--- src/rtl/uart_pkg.sv ---
// Shared UART types and constants for the transmitter and the planned receiver.
package uart_pkg;

  typedef enum logic [1:0] {
    NONE = 2'd0,
    ODD  = 2'd1,
    EVEN = 2'd2
  } parity_e;

  typedef enum logic [2:0] {
    IDLE,
    START,
    DATA,
    PARITY,
    STOP
  } tx_state_e;

  localparam int unsigned MIN_CLKS_PER_BIT = 2;
  localparam int unsigned MIN_DATA_BITS    = 5;
  localparam int unsigned MAX_DATA_BITS    = 9;
  // Wide enough to index up to MAX_DATA_BITS data bits or two stop bits.
  localparam int unsigned BIT_CNT_W        = 4;

  function automatic logic parity_bit(input logic [MAX_DATA_BITS-1:0] data,
                                      input parity_e mode);
    return (mode == ODD) ? ~^data : ^data;
  endfunction

endpackage

--- src/rtl/sync_fifo.sv ---
// Single-clock FIFO with show-ahead read data and a count register for full/empty.
module sync_fifo #(
  parameter int unsigned WIDTH = 8,
  parameter int unsigned DEPTH = 8
) (
  input  logic                   clk,
  input  logic                   rst,
  input  logic                   push,
  input  logic [WIDTH-1:0]       push_data,
  input  logic                   pop,
  output logic [WIDTH-1:0]       pop_data,
  output logic                   full,
  output logic                   empty,
  output logic [$clog2(DEPTH):0] count
);

  localparam int unsigned PTR_W = $clog2(DEPTH);
  localparam int unsigned CNT_W = PTR_W + 1;
  localparam logic [CNT_W-1:0] FULL_CNT = CNT_W'(DEPTH);

  logic [WIDTH-1:0] mem [DEPTH];
  logic [PTR_W-1:0] wr_ptr;
  logic [PTR_W-1:0] rd_ptr;
  logic             do_push;
  logic             do_pop;

  assign full     = (count == FULL_CNT);
  assign empty    = (count == '0);
  assign do_push  = push && !full;
  assign do_pop   = pop && !empty;
  assign pop_data = mem[rd_ptr];

  always_ff @(posedge clk or posedge rst) begin
    if (rst) begin
      wr_ptr <= '0;
      rd_ptr <= '0;
      count  <= '0;
    end else begin
      if (do_push) wr_ptr <= wr_ptr + PTR_W'(1);
      if (do_pop)  rd_ptr <= rd_ptr + PTR_W'(1);
      if (do_push && !do_pop) begin
        count <= count + CNT_W'(1);
      end else if (do_pop && !do_push) begin
        count <= count - CNT_W'(1);
      end
    end
  end

  // Storage needs no reset; the pointers and count define what is valid.
  always_ff @(posedge clk) begin
    if (do_push) mem[wr_ptr] <= push_data;
  end

endmodule

--- src/rtl/uart_tx.sv ---
// UART transmitter: queued words are framed (start, data LSB first, optional parity,
// stop) and shifted out on a registered tx line.
module uart_tx
  import uart_pkg::*;
#(
  parameter int unsigned CLKS_PER_BIT = 16,
  parameter int unsigned DATA_BITS    = 8,
  parameter int unsigned PARITY       = 0,
  parameter int unsigned STOP_BITS    = 1,
  parameter int unsigned FIFO_DEPTH   = 8
) (
  input  logic                        clk,
  input  logic                        rst,
  input  logic [DATA_BITS-1:0]        in_data,
  input  logic                        in_valid,
  output logic                        in_ready,
  output logic                        tx,
  output logic                        busy,
  output logic [$clog2(FIFO_DEPTH):0] fifo_count
);

  localparam int unsigned BAUD_W = $clog2(CLKS_PER_BIT);
  localparam logic [BAUD_W-1:0]    BAUD_LAST = BAUD_W'(CLKS_PER_BIT - 1);
  localparam logic [BIT_CNT_W-1:0] DATA_LAST = BIT_CNT_W'(DATA_BITS - 1);
  localparam logic [BIT_CNT_W-1:0] STOP_LAST = BIT_CNT_W'(STOP_BITS - 1);
  localparam parity_e PAR_MODE = parity_e'(PARITY[1:0]);

  tx_state_e              state;
  logic [BAUD_W-1:0]      baud_cnt;
  logic [BIT_CNT_W-1:0]   bit_cnt;
  logic [DATA_BITS-1:0]   shreg;
  logic                   par_bit;
  logic                   tx_reg;
  logic                   bit_done;
  logic                   fifo_pop;
  logic                   fifo_full;
  logic                   fifo_empty;
  logic [DATA_BITS-1:0]   fifo_data;

  sync_fifo #(
    .WIDTH (DATA_BITS),
    .DEPTH (FIFO_DEPTH)
  ) u_fifo (
    .clk       (clk),
    .rst       (rst),
    .push      (in_valid),
    .push_data (in_data),
    .pop       (fifo_pop),
    .pop_data  (fifo_data),
    .full      (fifo_full),
    .empty     (fifo_empty),
    .count     (fifo_count)
  );

  assign in_ready = !fifo_full;
  assign busy     = (state != IDLE) || !fifo_empty;
  assign tx       = tx_reg;
  assign bit_done = (baud_cnt == BAUD_LAST);

  // A pop loads the next frame, either from idle or straight out of the last stop cycle.
  always_comb begin
    fifo_pop = 1'b0;
    unique case (state)
      IDLE:    fifo_pop = !fifo_empty;
      STOP:    fifo_pop = bit_done && (bit_cnt == STOP_LAST) && !fifo_empty;
      default: fifo_pop = 1'b0;
    endcase
  end

  always_ff @(posedge clk or posedge rst) begin
    if (rst) begin
      state    <= IDLE;
      baud_cnt <= '0;
      bit_cnt  <= '0;
      shreg    <= '0;
      par_bit  <= 1'b0;
      tx_reg   <= 1'b1;
    end else begin
      baud_cnt <= bit_done ? '0 : baud_cnt + BAUD_W'(1);
      unique case (state)
        IDLE: begin
          baud_cnt <= '0;
          if (fifo_pop) begin
            shreg   <= fifo_data;
            par_bit <= parity_bit(MAX_DATA_BITS'(fifo_data), PAR_MODE);
            bit_cnt <= '0;
            tx_reg  <= 1'b0;
            state   <= START;
          end
        end
        START: begin
          if (bit_done) begin
            tx_reg  <= shreg[0];
            shreg   <= shreg >> 1;
            bit_cnt <= '0;
            state   <= DATA;
          end
        end
        DATA: begin
          if (bit_done) begin
            if (bit_cnt == DATA_LAST) begin
              bit_cnt <= '0;
              if (PARITY != 0) begin
                tx_reg <= par_bit;
                state  <= uart_pkg::PARITY;
              end else begin
                tx_reg <= 1'b1;
                state  <= STOP;
              end
            end else begin
              tx_reg  <= shreg[0];
              shreg   <= shreg >> 1;
              bit_cnt <= bit_cnt + BIT_CNT_W'(1);
            end
          end
        end
        uart_pkg::PARITY: begin
          if (bit_done) begin
            tx_reg  <= 1'b1;
            bit_cnt <= '0;
            state   <= STOP;
          end
        end
        STOP: begin
          if (bit_done) begin
            if (bit_cnt == STOP_LAST) begin
              bit_cnt <= '0;
              if (fifo_pop) begin
                shreg   <= fifo_data;
                par_bit <= parity_bit(MAX_DATA_BITS'(fifo_data), PAR_MODE);
                tx_reg  <= 1'b0;
                state   <= START;
              end else begin
                tx_reg <= 1'b1;
                state  <= IDLE;
              end
            end else begin
              bit_cnt <= bit_cnt + BIT_CNT_W'(1);
            end
          end
        end
        default: begin
          tx_reg <= 1'b1;
          state  <= IDLE;
        end
      endcase
    end
  end

endmodule

--- config.mk ---
export PLATFORM = sky130hd
export DESIGN_NAME = uart_tx
export DESIGN_NICKNAME = d
export VERILOG_FILES = /design/src/rtl/uart_pkg.sv /design/src/rtl/sync_fifo.sv /design/src/rtl/uart_tx.sv
export SDC_FILE = /design/constraint.sdc
export NUM_CORES = 1
export LEC_CHECK = 0
export ABC_AREA = 1
export BUFFER_PORTS_ARGS = -buffer_cell sky130_fd_sc_hd__buf_2
export CORE_UTILIZATION = 40
export DETAILED_ROUTE_END_ITERATION = 16
export PLACE_DENSITY_LB_ADDON = 0.12
export SETUP_SLACK_MARGIN = 0.4
export SYNTH_ARGS = -nofsm -noshare
export SYNTH_HDL_FRONTEND = slang
export SYNTH_SLANG_ARGS = --single-unit
--- constraint.sdc ---
create_clock -name clk -period 5.2 [get_ports clk]
set_clock_uncertainty 0.2 [all_clocks]
set_input_delay 0.78 -clock clk [delete_from_list [all_inputs] [get_ports clk]]
set_output_delay 0.78 -clock clk [all_outputs]
set_load 0.02 [all_outputs]
==> flow_summary.json, run 1 <==
{
  "crit_required_ns": 5.26,
  "chipWidth_um": 108,
  "synth-seq-area-share_pct": 59.9,
  "final-setup-viol-count": 0,
  "placed_cells": 619,
  "leakagePower_nw": 2.18,
  "syn2layout_area_growth_pct": 9.02,
  "cts_setup_buffers": 0,
  "rows": 38,
  "hold_buffers": 0,
  "netlist_area_um2": 4460,
  "placement.io_buffers": 17,
  "grt_overflow_total": 0,
  "crit_type": "reg2reg",
  "dieHeight_um": 108,
  "largest_reg_flops": 64,
  "cts_buffer_depth": 2,
  "grt_pass1_wl_um": 14800,
  "clkSinkCount": 94,
  "synth_area_leaders": "edfxtp_1 43%, dfrtp_1 16%, nand2_1 13%",
  "drive_gt1_share_pct": 11.5,
  "largestRegisters": "u_fifo.mem: 64 flops, shreg: 8 flops",
  "synth_warnings": 0,
  "cts.repair.resized": 0,
  "ios": 18,
  "syn_nets": 493,
  "synth.most_common_cell": "nand2_1",
  "slew_headroom_pct": 22.3,
  "start_util_pct": 41.2,
  "gp_congestion": 0.784,
  "numCtsBuffers": 9,
  "outcome": "completed",
  "postRouteAntennaNets": 0,
  "ys_ff_latch": 94,
  "drtIter0Drc": 164,
  "hold_path.class": "in2async",
  "async_flop_share_pct": 31.9,
  "worstPathArrival_ns": 2.95,
  "clk_latency_ns": 0.35,
  "yosysTopAreaCellShare_pct": 43.0,
  "cts_tree": "yes",
  "diodes": 0,
  "ys.flop_type": "edfxtp_1",
  "grt_pass1_vias": 2892,
  "ys_types": 33,
  "timing.fmax_mhz": 346,
  "coreArea_um2": 10800,
  "syn_area_per_cell_um2": 9.44,
  "layout_min_cycle_time_ns": 2.89,
  "stdcell_count": 635,
  "post-route-drc-count": 0,
  "final-hold-violation-count": 0,
  "worst_ir_drop_vdd_mv": 0.139,
  "worstMarginPinSlew_ns": 1.16,
  "cts_root_buf": "clkbuf_8",
  "vias": 3023,
  "clk_pin_slew_ns": 0.10,
  "start_kind": "flop",
  "synth_edf_count": 64,
  "power_density_nw_per_um2": 357,
  "drv_cap": 0,
  "grt_max_degree": 36,
  "syn-instance-count": 473,
  "vias_per_cell": 4.76,
  "top_register": "u_fifo.mem",
  "yosys.area.top_type": "edfxtp_1",
  "synthTopCellsByCount": "152 x nand2_1, 64 x edfxtp_1, 64 x inv_1, 52 x nand3_1, 32 x nor2_1",
  "rsz0062_at_grt": "no",
  "area.sequential_um2": 2670,
  "final_nets": 510,
  "drv_slew": 0,
  "grt_usage_pct": 17.2,
  "antenna_found_initial": 0,
  "nFillCells": 1046,
  "h-tree-depth": 3,
  "fin_crit_sh_pct": 55.6,
  "routedWlPerCell_um": 14.0,
  "multi_input_area_um2": 1470,
  "dp_hpwl_um": 5800,
  "setup_tns_ns": 0,
  "endpoint_kind": "flop",
  "finalWirelength_um": 8900,
  "cp_max_fo": 35,
  "dr.pass1.iters": 4,
  "die_area_um2": 11600
}
## layout by cell type (no fill, tap or decap), types with 2 or more instances in the layout
cell      Yosys  routed
xnor2_1       4       4
nor2_1       32      32
nor2_2        2       2
inv_1        64      64
nand2_2       6       6
nand2_4       3       3
inv_2         3       3
xor2_1        6       6
nand3_4       2       2
buf_2         9      17
ha_1          8       8
o21ai_1       2       2
nand2_1     152     152
a21oi_1       6       6
nand3_1      52      52
nand4_1       3       3
o21ai_0      11      11
clkbuf_8      0       9
edfxtp_1     64      64
dfrtp_1      29      29
## worst max-delay path, cell delays in order, from the launching register on
cell and delay, ns:
dfrtp_1 1.11, inv_1 0.81, o21ai_0 0.36, nand2_1 0.08, nor2_1 0.09, nor2_1 0.05
nand2_1 0.05, nand2_1 0.04
## per-stage QoR
step | util [%] | area (µm²) | setup WS, ns | hold WS (ns) | power [mW]
after floorplan | - | 4460 | 2.72 | 0.232 | 1.17
after global placement | 43.1 | 4670 | 2.37 | 0.259 | 1.26
after detailed placement | 43.1 | 4670 | 2.34 | 0.263 | 1.27
after CTS | 44.9 | 4870 | 2.30 | 0.276 | 1.76
after global routing | 44.9 | 4870 | 1.88 | 0.296 | 1.84
final | 44.9 | 4870 | 2.31 | 0.280 | 1.74
## power by group
| part | leakage (nW) | internal, mW | total [mW] | switching (mW) |
|---|---|---|---|---|
| Sequential | 0.956 | 0.908 | 0.955 | 0.0471 |
| Combinational | 1.12 | 0.0922 | 0.290 | 0.198 |
| Clock | 0.0988 | 0.228 | 0.495 | 0.267 |
| Total | 2.18 | 1.23 | 1.74 | 0.512 |
## cells by family after synthesis
kind of cell,synth area share [%]
flops,59.9
compound gates,2.89
xor+xnor,1.96
buf+inv,7.29
fa+ha+maj,2.69
simple gates,25.3
## cell type report
class | count | share of cell area (%)
tap | 140 | 3.60
timing repair buffer | 18 | 1.90
sequential | 94 | 54.9
multi-input combinational | 298 | 30.1
inverter | 69 | 5.37
clock buffer | 10 | 2.62
clock inverter | 6 | 1.47
## worst paths after layout
path,startpoint,slack [ns],endpoint,cells past startpoint
setup / recovery,u_fifo.rd_ptr[0],2.31,shreg[7],7
hold / removal,rst,0.28,u_fifo.wr_ptr[2],3
setup reg to reg,u_fifo.rd_ptr[0],2.31,shreg[7],7
hold reg to reg,baud_cnt[0],0.28,baud_cnt[0],1
max in group asynchronous,rst,4.17,tx,3
min in group clk,baud_cnt[0],0.28,baud_cnt[0],1
## layer usage
layer  global-route usage (%)  routed length, µm  share of wire (%)  up-vias
met5                        0                  0                  0        -
met4                     6.16                 77               0.87        0
met3                     2.97                274                3.1        8
met2                     29.3               4500                 51       42
met1                     22.0               4050                 45     1437
li1                         -                  -                  -     1536
No activity file was read; power rests on OpenSTA's default activity.
==> inputs of run 2 (changes only) <==
==> constraint.sdc (replaced) <==
create_clock -name clk -period 2.3 [get_ports clk]
set_clock_uncertainty 0.2 [all_clocks]
set_input_delay 0.345 -clock clk [delete_from_list [all_inputs] [get_ports clk]]
set_output_delay 0.345 -clock clk [all_outputs]
set_load 0.02 [all_outputs]
==> flow_summary.json, run 2 (synthesis gave the netlist of run 1 again) <==
{
  "top_register": "u_fifo.mem",
  "drtIter0Drc": 194,
  "crit_start": "state[1]",
  "start_util_pct": 41.2,
  "rsz0062_at_grt": "yes",
  "grt_overflow_total": 0,
  "clk_pin_slew_ns": 0.09,
  "final-setup-viol-count": 0,
  "timing.fmax_mhz": 476,
  "p_total_mw": 4.22,
  "r2r-start": "state[1]",
  "setup_tns_ns": 0,
  "nFillCells": 1008,
  "cts_tree": "yes",
  "placement.io_buffers": 17,
  "h-tree-depth": 3,
  "crit_required_ns": 2.36,
  "crit_type": "reg2reg",
  "ios": 18,
  "worst_ir_drop_vdd_mv": 0.441,
  "slew_headroom_pct": 60.3,
  "power_density_nw_per_um2": 780,
  "chipWidth_um": 108,
  "grt_usage_pct": 18.0,
  "rows": 38,
  "grt_pass1_vias": 2980,
  "cts_buffer_depth": 2,
  "final_nets": 549,
  "start_kind": "flop",
  "post-route-drc-count": 0,
  "final-hold-violation-count": 0,
  "layout_commonest_cell": "nand2_1",
  "clkSinkCount": 94,
  "vias": 3149,
  "vias_per_cell": 4.67,
  "syn2layout_area_growth_pct": 21.3,
  "grt_max_degree": 31,
  "numCtsBuffers": 9,
  "grt_pass1_wl_um": 15300,
  "cp_max_fo": 4,
  "largestRegisters": "u_fifo.mem: 64 flops, shreg: 8 flops",
  "drive_gt1_share_pct": 23.4,
  "drv_cap": 0,
  "cts_root_buf": "clkbuf_8",
  "gp_congestion": 0.761,
  "diodes": 0,
  "drv_slew": 0,
  "hold_slack_ns": 0.0556,
  "dp_hpwl_um": 5960,
  "largest_reg_flops": 64,
  "outcome": "completed",
  "layout_min_cycle_time_ns": 2.10,
  "fin_crit_sh_pct": 91.4,
  "endpoint_kind": "flop",
  "clk_latency_ns": 0.36,
  "dieHeight_um": 108,
  "postRouteAntennaNets": 0,
  "final_cell_mix": "149 x nand2_1, 64 x edfxtp_1, 59 x inv_1, 52 x nand3_1, 30 x buf_4",
  "die_area_um2": 11600,
  "hold_path.class": "in2reg",
  "routedWlPerCell_um": 14.0,
  "coreArea_um2": 10800,
  "worstPathArrival_ns": 2.16,
  "worstMarginPinSlew_ns": 0.595,
  "dr.pass1.iters": 4,
  "leakagePower_nw": 2.39,
  "hold_start": "in_data[4]",
  "antenna_found_initial": 0,
  "finalWirelength_um": 9420
}
## run 2: cell types whose count changed in the layout (fill, tap and decap cells not counted), sizes merged
cell	before	now
buf	18	56
clkbuf	10	12
inv	70	68
dlygate4sd3	0	1
## run 2: worst paths after layout
path / cells after the start / endpoint / slack (ns)
hold / removal: 1 / u_fifo.mem[4][4] / 0.06
setup / recovery: 12 / u_fifo.count[3] / 0.20
max in group asynchronous: 4 / tx / 1.17
min in group asynchronous: 4 / u_fifo.wr_ptr[1] / 0.39
setup reg to reg: 12 / u_fifo.count[3] / 0.20
hold reg to reg: 2 / shreg[6] / 0.29
## run 2: report_power, final
group	leakage, nW	internal [mW]	switching, mW
Sequential	0.952	2.05	0.113
Clock	0.0964	0.530	0.561
Combinational	1.34	0.400	0.562
Total	2.39	2.99	1.24
## run 2: worst max-delay path: stages, from the launching register on
cell and delay, ns:
dfrtp_2 0.47, inv_2 0.10, nand2_1 0.10, a21oi_2 0.19, nand2_4 0.08, ha_4 0.17, inv_4 0.06, ha_4 0.21
a21oi_2 0.11, nand2_1 0.07, xor2_1 0.14, nand2_1 0.06, nand2_1 0.04
## run 2: metal layers
metal | track usage [%] | wire, µm | vias up
met4 | 7.63 | 189 | 0
met5 | 0 | 0 | -
met3 | 2.54 | 337 | 15
met1 | 25.4 | 4420 | 1460
met2 | 27.9 | 4470 | 55
li1 | - | - | 1619
## run 2: final cells by class
cell class	instances	area [µm²]	share of cell area, %
Inverter	69	267	4.92
Tap cell	140	175	3.23
Sequential cell	94	2680	49.5
Timing Repair Buffer	57	465	8.60
Clock buffer	12	145	2.68
Multi-Input combinational cell	298	1640	30.2
Clock inverter	4	47.5	0.878
## run 2: stage by stage
| stage | util (%) | cells | setup WS (ns) | area, µm² |
|---|---|---|---|---|
| 6_report | 50.0 | 674 | 0.197 | 5420 |
| 4_1_cts | 48.8 | 665 | 0.171 | 5290 |
| 3_5_place_dp | 44.7 | 629 | 0.0569 | 4840 |
| 3_3_place_gp | 44.7 | 629 | 0.126 | 4840 |
| 2_1_floorplan | - | 473 | 0.0811 | 4560 |
| 5_1_grt | 50.0 | 674 | 0.100 | 5420 |
## run 2: timing repair
item | CTS | global route
hold endpoints to repair | 29 | 0
buffers inserted | 19 | 9
resized for setup | 13 | 15
endpoints found under the setup margin | 64 | 60
hold buffers | 1 | 0
pin swaps | 20 | 16
